### src/rtl/clk_div_pkg.sv
// Purpose : shared phase encoding and ratio-to-phase-length helper for the clock dividers.
// Latency : n/a (types, constants and a pure function only).
// Backpres: n/a.
//
// A ratio N splits into a low phase floor(N/2) and a high phase N-floor(N/2), so an odd
// ratio gives its extra reference cycle to the high phase. Supports WIDTH up to 32.
package clk_div_pkg;

    localparam logic LOW_PHASE  = 1'b0;
    localparam logic HIGH_PHASE = 1'b1;

    typedef struct packed {
        logic [31:0] low_len;
        logic [31:0] high_len;
    } phase_len_t;

    function automatic phase_len_t phase_lengths(input logic [31:0] ratio);
        phase_len_t lens;
        lens.low_len  = ratio >> 1;
        lens.high_len = ratio - (ratio >> 1);
        return lens;
    endfunction

endpackage

### src/rtl/clk_div_chan.sv
// Purpose : one programmable divider channel with a boundary-aligned ratio update.
// Latency : first divided rising edge L ref cycles after enable is sampled; ratio update lands on the next period boundary.
// Backpres: none; a newer ratio load overwrites an unapplied one (last write wins).
//
// Ports: i_ref_clk/i_rst     reference clock, synchronous active-high reset
//        i_clk_en            divide enable
//        i_div_ratio         ratio N, captured into the pending register by i_ratio_load
//        o_div_clk           registered divided clock, or i_ref_clk in bypass
//        o_rise_pulse        first ref cycle of each divided high phase
//        o_ratio_busy        pending ratio not yet applied
module clk_div_chan #(
    parameter int WIDTH = 8
) (
    input  logic             i_ref_clk,
    input  logic             i_rst,
    input  logic             i_clk_en,
    input  logic [WIDTH-1:0] i_div_ratio,
    input  logic             i_ratio_load,
    output logic             o_div_clk,
    output logic             o_rise_pulse,
    output logic             o_ratio_busy
);
    import clk_div_pkg::*;

    logic [WIDTH-1:0] act_ratio_q;
    logic [WIDTH-1:0] pend_ratio_q;
    logic             pend_q;
    logic [WIDTH-2:0] cnt_q;
    logic             div_q;
    logic             div_prev_q;
    logic             phase_q;
    // run_q is the registered "dividing" state; it drives the output mux so that
    // leaving or entering bypass always happens on a ref clock edge.
    logic             run_q;

    phase_len_t       lens;
    logic [31:0]      term_cnt;
    logic             go;
    logic             term;
    logic             boundary;
    logic             apply;

    assign lens     = phase_lengths(32'(act_ratio_q));
    assign go       = i_clk_en && (act_ratio_q >= WIDTH'(2));
    assign term_cnt = (phase_q == HIGH_PHASE) ? lens.high_len - 32'd1
                                              : lens.low_len  - 32'd1;
    assign term     = run_q && go && (32'(cnt_q) == term_cnt);
    // The high-to-low toggle closes a period; that is the only place a running
    // channel may change ratio, which is what keeps runt pulses off o_div_clk.
    assign boundary = term && (phase_q == HIGH_PHASE);
    assign apply    = pend_q && (boundary || !run_q);

    always_ff @(posedge i_ref_clk) begin
        if (i_rst) begin
            act_ratio_q  <= '0;
            pend_ratio_q <= '0;
            pend_q       <= 1'b0;
            cnt_q        <= '0;
            div_q        <= 1'b0;
            div_prev_q   <= 1'b0;
            phase_q      <= LOW_PHASE;
            run_q        <= 1'b0;
        end else begin
            div_prev_q <= div_q;

            // A load on the applying edge stays pending for the following boundary.
            if (i_ratio_load) begin
                pend_ratio_q <= i_div_ratio;
                pend_q       <= 1'b1;
            end else if (apply) begin
                pend_q <= 1'b0;
            end

            if (apply) begin
                act_ratio_q <= pend_ratio_q;
            end

            if (!go) begin
                run_q   <= 1'b0;
                cnt_q   <= '0;
                div_q   <= 1'b0;
                phase_q <= LOW_PHASE;
            end else if (!run_q) begin
                // Fresh low phase. With an update pending, apply it first and start on
                // the next edge so a ratio below 2 never produces a dividing cycle.
                run_q   <= !pend_q;
                cnt_q   <= '0;
                div_q   <= 1'b0;
                phase_q <= LOW_PHASE;
            end else if (term) begin
                cnt_q   <= '0;
                div_q   <= ~div_q;
                phase_q <= ~phase_q;
                // New ratio below 2: the period just completed, drop straight to bypass.
                if (apply && (pend_ratio_q < WIDTH'(2))) begin
                    run_q <= 1'b0;
                end
            end else begin
                cnt_q <= cnt_q + 1'b1;
            end
        end
    end

    assign o_div_clk    = run_q ? div_q : i_ref_clk;
    assign o_rise_pulse = div_q & ~div_prev_q;
    assign o_ratio_busy = pend_q;

endmodule

### src/rtl/clk_div_multi.sv
// Purpose : CHANNELS independent programmable clock dividers off one reference clock.
// Latency : per channel, first divided rise L ref cycles after enable; ratio updates at period boundaries.
// Backpres: none; o_ratio_busy reports an unapplied ratio, later loads overwrite it.
//
// Ports: i_ref_clk, i_rst (sync, active-high); per channel k: i_clk_en[k], i_ratio_load[k],
//        i_div_ratio[k*WIDTH +: WIDTH], o_div_clk[k], o_rise_pulse[k], o_ratio_busy[k].
module clk_div_multi #(
    parameter int CHANNELS = 4,
    parameter int WIDTH    = 8
) (
    input  logic                      i_ref_clk,
    input  logic                      i_rst,
    input  logic [CHANNELS-1:0]       i_clk_en,
    input  logic [CHANNELS*WIDTH-1:0] i_div_ratio,
    input  logic [CHANNELS-1:0]       i_ratio_load,
    output logic [CHANNELS-1:0]       o_div_clk,
    output logic [CHANNELS-1:0]       o_rise_pulse,
    output logic [CHANNELS-1:0]       o_ratio_busy
);
    import clk_div_pkg::*;

    for (genvar k = 0; k < CHANNELS; k++) begin : g_chan
        clk_div_chan #(
            .WIDTH (WIDTH)
        ) u_chan (
            .i_ref_clk    (i_ref_clk),
            .i_rst        (i_rst),
            .i_clk_en     (i_clk_en[k]),
            .i_div_ratio  (i_div_ratio[k*WIDTH +: WIDTH]),
            .i_ratio_load (i_ratio_load[k]),
            .o_div_clk    (o_div_clk[k]),
            .o_rise_pulse (o_rise_pulse[k]),
            .o_ratio_busy (o_ratio_busy[k])
        );
    end

endmodule
### config.mk
export PLATFORM = sky130hd
export DESIGN_NAME = clk_div_multi
export DESIGN_NICKNAME = d
export VERILOG_FILES = /design/src/rtl/clk_div_pkg.sv /design/src/rtl/clk_div_chan.sv /design/src/rtl/clk_div_multi.sv
export SDC_FILE = /design/constraint.sdc
export NUM_CORES = 1
export LEC_CHECK = 0
export CAP_MARGIN = 20
export CORE_MARGIN = 4
export CORE_UTILIZATION = 45
export DETAILED_ROUTE_END_ITERATION = 6
export HOLD_SLACK_MARGIN = 0.08
export PLACE_DENSITY_LB_ADDON = 0.08
export RECOVER_POWER = 25
export SLEW_MARGIN = 20
export SYNTH_ARGS = -nofsm -noshare
export SYNTH_HDL_FRONTEND = slang
export SYNTH_SLANG_ARGS = --single-unit
### constraint.sdc
create_clock -name i_ref_clk -period 6.5 [get_ports i_ref_clk]
set_input_delay 1.95 -clock i_ref_clk [delete_from_list [all_inputs] [get_ports i_ref_clk]]
set_output_delay 1.95 -clock i_ref_clk [all_outputs]
set_load 0.02 [all_outputs]
==> metrics.csv <==
stage;metric;value;unit
critical_path;cp_common_cell;clkbuf_16;
finish;final_cell_mix;nor2_1, ha_1, dfxtp_1;
global_route;antenna_found_initial;1;
clocking;post_cts_buffers;0;
logic_synthesis;ys_ff_latch;112;
placement;place_inst;1409;
drt;wl_per_cell;14.8;um
min_path;hp-class;register to register;
logic_synthesis;yosysTopAreaCell;dfxtp_1;
drt;drt-total-wl;21.2;mm
logic_synthesis;syn-cell-area;9500;um^2
timing;fin_ws;0.217;ns
clocking;clk_latency;0.47;ns
clocking;cts_tree;done;
placement;io_buffers;53;
critical_path;worst_path_largest_cell_delay;0.56;ns
pwr;p_leak;4.04;nW
floorplan;initial_core_util;46.4;%
logic_synthesis;ys_types;86;
logic_synthesis;synth_top_area_share;23.6;%
critical_path;critPathKind;clock port to output pin;
timing;slew_headroom;-76.1;%
clocking;cts_resized;0;
drt;ant_nets;0;
timing;fin_tns_setup;0;ns
finish;finalCoreUtilization;51.5;%
logic_synthesis;syn_nets;1285;
finish;final_common_cell;nor2_1;
run_status;violations;capacitance limit, slew limit;
timing;grt_setup_unrepaired;false;
global_route;grt_pass1_wl;35.9;mm
clocking;hold_buffers;0;
drt;route.detailed.drc;0;
drt;dr.first_iter.drc_count;366;
global_route;grt_usage;18.0;%
clocking;path_clk_slew;0.07;ns
floorplan;dieArea;23500;um^2
pwr;peakVddDrop;203;uV
finish;syn_to_final_growth;11.1;%
logic_synthesis;ys.flop_type;dfxtp_1;
timing;hold_viol;0;
critical_path;critical-path-slowest-cell;clkdlybuf4s50_1;
critical_path;crit_required;4.55;ns
critical_path;path_cells;clkbuf_16 -> clkbuf_16 -> mux2_2 -> clkdlybuf4s50_1;
pwr;powerDensity;213;nW/um^2
critical_path;worstPathBufferInverterCount;3;
timing;worstMarginPinSlew;2.64;ns
logic_synthesis;syn-instance-count;1127;
finish;stdcell_count;1429;
critical_path;cp_top_family;buffers and inverters;
floorplan;fp-row-count;52;
floorplan;core-area;20500;um^2
logic_synthesis;synthArstFlopShare;0;%
global_route;grt_start_max_net_pins;62;
finish;antenna_cells;0;
drt;vias;7744;
critical_path;cp.arrival;4.33;ns
critical_path;crit_path_end_kind;output pin;
logic_synthesis;synth_area_leaders;dfxtp_1, ha_1, xnor2_1;
logic_synthesis;ys_warn_count;0;
drt;dr.pass1.iters;4;
critical_path;critPathLaunchType;clock port;
global_route;grt_pass1_vias;7378;
flow_run;drv_cap;1;
logic_synthesis;ys_seq_area_share;23.6;%
critical_path;path_max_fanout;2;
placement;hpwl;16.5;mm
logic_synthesis;synth_edf_count;0;
finish;layout.nets;1312;
floorplan;die_y;153;um
placement;preCtsSetupSlack;0.537;ns
finish;drive_gt1_share;6.90;%
run_status;status;finished, violations left;
timing;skew;0.0106;ns
floorplan;die_w;153;um
timing;setup_viol;0;
floorplan;pin_count;54;
timing;slew_viol_final;62;
drt;viasPerCell;5.42;
global_route;grt-ovfl-total;0;
placement;routabilityCongestion;0.838;
logic_synthesis;synth.avg_cell_area;8.43;um^2
==> final timing paths <==
check | start | endpoint | slack [ns] | depth (start not counted)
setup / recovery | i_ref_clk | o_div_clk[3] | 0.22 | 4
hold / removal | g_chan[2].u_chan.cnt_q[0] | g_chan[2].u_chan.cnt_q[0] | 0.48 | 1
setup reg to reg | g_chan[1].u_chan.act_ratio_q[0] | g_chan[1].u_chan.act_ratio_q[5] | 0.90 | 17
hold reg to reg | g_chan[2].u_chan.cnt_q[0] | g_chan[2].u_chan.cnt_q[0] | 0.48 | 1
==> registers in the layout (all words and copies together), names as in the netlist <==
register                    flops
g_chan.u_chan.div_prev_q        4
g_chan.u_chan.cnt_q            28
g_chan.u_chan.run_q             4
g_chan.u_chan.phase_q           4
g_chan.u_chan.pend_ratio_q     32
g_chan.u_chan.div_q             4
g_chan.u_chan.o_ratio_busy      4
g_chan.u_chan.act_ratio_q      32
==> through the flow <==
stage | hold WS, ns | area, um^2 | power (W)
after floorplan | 0.436 | 9500 | 0.00136
after global placement | 0.456 | 10200 | 0.00152
after detailed placement | 0.463 | 10200 | 0.00153
after CTS | 0.482 | 10600 | 0.00230
after global routing | 0.512 | 10600 | 0.00241
final | 0.476 | 10600 | 0.00225
==> cells by family (layout without fill, tap and decap cells) <==
logic type / after synthesis / count (layout) / share of synthesized area (%)
AND/OR/NAND/NOR: 437 / 437 / 23.9
AO/OA/AOI/OAI: 204 / 204 / 17.2
adder cells (fa/ha/maj): 116 / 116 / 15.6
buffers and inverters: 113 / 145 / 5.11
flip-flops: 112 / 112 / 23.6
XOR/XNOR: 86 / 86 / 8.36
multiplexers: 59 / 59 / 6.27
==> metal layers <==
| metal | wire length (um) | GRT usage [%] | vias up |
|---|---|---|---|
| met5 | 15 | 0 | - |
| li1 | - | - | 4075 |
| met1 | 10600 | 24.6 | 3546 |
| met3 | 698 | 3.76 | 26 |
| met2 | 9580 | 28.5 | 95 |
| met4 | 322 | 5.13 | 2 |
==> synthesized netlist by cell type (5+ instances only) <==
cell type  count
nand4_1       15
inv_1         70
nand3_1       55
a31oi_1       15
or2_2         10
dfxtp_1      112
clkbuf_1      23
xnor2_1       66
o21bai_1       8
a211o_1       12
nor2b_1       28
mux2i_1       55
nor3_1        18
or3b_2         5
nor2_1       124
o311ai_0       5
xor2_1        17
o21ai_0       33
nand2_1       63
and3_1        11
and2_1         6
o21a_1         7
nor4_1        23
a21oi_1       25
or3_1          6
a21o_2         8
buf_4         12
ha_1         112
a211oi_1       9
nor4b_1        5
nand3b_1      12
nand2b_1      30
a21oi_2       11
a21boi_0      13
==> where the power goes <==
group / leakage, nW / switching [W] / internal, W
Combinational: 2.90 / 0.000385 / 0.000295
Clock: 0.232 / 0.000368 / 0.000473
Sequential: 0.911 / 0.0000223 / 0.000705
Total: 4.04 / 0.000775 / 0.00147
==> cell type report <==
class,instances,area [um^2]
clock buffers,17,365
clock inverters,7,85.1
fillers,2047,9930
inverters,71,267
multi-input cells,902,6780
flip-flops and latches,112,2240
well taps,270,338
repair buffers,50,488
No activity file was read; power rests on OpenSTA's default activity.
==> edit, RTL diff (same flow settings) <==
Add an input register stage for `i_div_ratio` and `i_ratio_load`, without a reset; this delays them by one clock.
--- a/src/rtl/clk_div_multi.sv
+++ b/src/rtl/clk_div_multi.sv
@@ -19,6 +19,14 @@
 );
     import clk_div_pkg::*;
 
+    logic [CHANNELS*WIDTH-1:0] i_div_ratio_q;
+    logic [CHANNELS-1:0] i_ratio_load_q;
+
+    always_ff @(posedge i_ref_clk) begin
+        i_div_ratio_q  <= i_div_ratio;
+        i_ratio_load_q <= i_ratio_load;
+    end
+
     for (genvar k = 0; k < CHANNELS; k++) begin : g_chan
         clk_div_chan #(
             .WIDTH (WIDTH)
@@ -26,8 +34,8 @@
             .i_ref_clk    (i_ref_clk),
             .i_rst        (i_rst),
             .i_clk_en     (i_clk_en[k]),
-            .i_div_ratio  (i_div_ratio[k*WIDTH +: WIDTH]),
-            .i_ratio_load (i_ratio_load[k]),
+            .i_div_ratio  (i_div_ratio_q[k*WIDTH +: WIDTH]),
+            .i_ratio_load (i_ratio_load_q[k]),
             .o_div_clk    (o_div_clk[k]),
             .o_rise_pulse (o_rise_pulse[k]),
             .o_ratio_busy (o_ratio_busy[k])
Formal check against the unedited RTL: not equivalent (Yosys sat finds a counterexample within 4 cycles, from zero or initial values and one cycle with i_rst high).
==> edit against the original RTL <==
- the run still ends with max-capacitance violations, max-slew violations left
- final area is 11% higher
- sequential cell count grew 36
- routed wire length rose by 8.6%
- critical endpoint is now o_div_clk[2]
- synthesized area rose by 8.4%
- count of clock-buffer cells in the layout grew 8
- worst setup slack improved by 4.4 ps
- global-route usage increased by 0.41 points
- clock power rose by 57%
- power is 33% higher
- clock skew grew 5.9 ps
- non-clock buffer count up 5
- largest cell class unchanged
==> edit: results (changes against the original RTL) <==
----------------------------------------------------
[Outcome]
  Outcome ... finished, violations left
  Failing checks ... max-capacitance violations, max-slew violations

[Cells and area]
  Registers with the most flip-flops ... g_chan.u_chan.act_ratio_q x32, g_chan.u_chan.pend_ratio_q x32, i_div_ratio_q x32
  Share of post-route cells with drive strength above 1 ... 0.0598 (-0.00919)
  Fill cell instance count of the final layout ... 2,165 (+5.8%)
  Final-stage net count ... 1,365 (+4.0%)

[Run]
  Maxcap violations ... 1 (unchanged)

[Power and ir drop]
  IR drop worst, VDD ... 174 µV (-14%)
  Sw frac ... 0.320 (-0.0246)

[Clock tree]
  Worst-Skew Late Latency ... 540 ps (+70 ps)
  Buffers inserted by post-CTS timing repair ... 0 (unchanged)

[Global routing]
  Largest net degree at the start of global routing ... 72 (+16%)
  GRT Overall Usage ... 0.184 (+0.00408)
  Via count of the first global-routing pass ... 7,915 (+7.3%)
  First-pass GRT wire length ... 39.1 mm (+9.1%)

[Placement]
  Routability Congestion ... 0.860 (+2.6%)
  Setup Slack @ Placement ... 537 ps (+0.00200 ps)
  Detailed Place HPWL ... 17.2 mm (+4.1%)

[Synthesis]
  Number of library cell types mapped by synthesis ... 83 (-3.5%)
  Cell types occupying the most area after synthesis ... dfxtp_1 (29%), ha_1 (14%), xnor2_1 (5.8%)
  Portion of the post-synthesis area used by sequential elements ... 0.288 (+0.0517)
  Ranking of synthesized cells by instance count ... dfxtp_1 (148), ha_1 (112), nor2_1 (100)
  Total nets after synthesis ... 1,334 (+3.8%)

[Hold path]
  Destination of the worst hold path ... g_chan[3].u_chan.pend_ratio_q[3]
  Worst hold path cell count ... 2 (+1)
  Hold_sp ... i_div_ratio_q[27]

[Worst setup path]
  Crit-path max cell delay ... 540 ps (-20 ps)
  Setup slack, reg-to-reg ... 740 ps (-160 ps)
  Critical register-to-register path startpoint ... g_chan[1].u_chan.act_ratio_q[1]
  Number of cells on the worst reg-to-reg path ... 19 (+2)
  Worst reg2reg endpoint ... g_chan[1].u_chan.act_ratio_q[2]
  Crit Path Max Fanout ... 2 (unchanged)

[Drt]
  Detailed-route vias per instance ... 5.48 (+1.1%)
  Drt wl/cell ... 15.3 µm (+3.1%)
  First drt pass iteration count ... 5 (+1)
  Drt first-iter violations ... 407 (+11%)

[STA]
  Worst-case clock skew ... 16.6 ps (+5.94 ps)
  Total count of max-transition violations in the final report ... 72 (+16%)
  Slew at the pin closest to its max-slew limit ... 2620 ps (-19.0 ps)

----------------------------------------------------
## edit: worst max-delay path by stage
stage	start	endpoint	slack, ps	depth (start not counted)
finish	i_ref_clk	o_div_clk[2]	220	4
global route	i_ref_clk	o_div_clk[1]	180	4
CTS	i_ref_clk	o_div_clk[0]	190	4
detailed placement	i_ref_clk	o_div_clk[0]	540	2
global placement	i_ref_clk	o_div_clk[0]	540	2
floorplan	i_ref_clk	o_div_clk[0]	910	2
## edit: logic make-up (layout without fill, tap and decap cells)
logic type,after synthesis,after routing,share of synthesized area
AO/OA/AOI/OAI,214,214,0.155
XOR/XNOR,86,86,0.0771
adder cells (fa/ha/maj),116,116,0.144
buffers and inverters,120,164,0.0509
flip-flops,148,148,0.288
multiplexers,57,57,0.0559
AND/OR/NAND/NOR,435,435,0.230
## edit: layer usage
layer | vias up | wire (µm) | part of all wire | GRT usage
li1 | 4288 | - | - | -
met1 | 3783 | 11500 | 0.50 | 0.247
met2 | 129 | 10200 | 0.44 | 0.287
met3 | 43 | 727 | 0.032 | 0.0401
met4 | 2 | 597 | 0.026 | 0.0734
met5 | - | 10 | 0.00043 | 0
## edit: stage by stage
step / utilization / hold slack [ps] / cells / instance area (µm²)
finish: 0.519 / 464 / 1505 / 11700
global route: 0.519 / 474 / 1505 / 11700
CTS: 0.518 / 467 / 1505 / 11700
detailed placement: 0.486 / 455 / 1469 / 11000
global placement: 0.486 / 447 / 1469 / 11000
floorplan: - / 440 / 1176 / 10300
## edit: final cells by class
class,count,area share
Inverter,69,0.0221
Clock inverter,15,0.0176
Clock buffer,25,0.0483
Tap cell,285,0.0305
Sequential cell,148,0.253
Multi-Input combinational cell,908,0.583
Timing Repair Buffer,55,0.0452
## edit: power by group through the flow
stage	clock (µW)	combinational [µW]	sequential [µW]
detailed placement	103	706	994
global placement	103	702	994
finish	1320	706	973
floorplan	92.9	563	975
global route	1400	815	978
CTS	1370	711	973
## edit: worst reg2reg max path: stages, from the launching register on
cell,delay (ps)
dfxtp_1,460
inv_1,120
ha_1,340
or2_2,330
a2111oi_0,600
a211o_1,230
nand2_1,100
nor2_1,130
and2_1,250
nand2_1,90
ha_1,260
or4_1,520
nor2_1,110
nand4_1,100
nor4b_1,240
o21ai_0,100
or4_1,520
nor4_4,460
a41o_1,530
mux2i_1,220
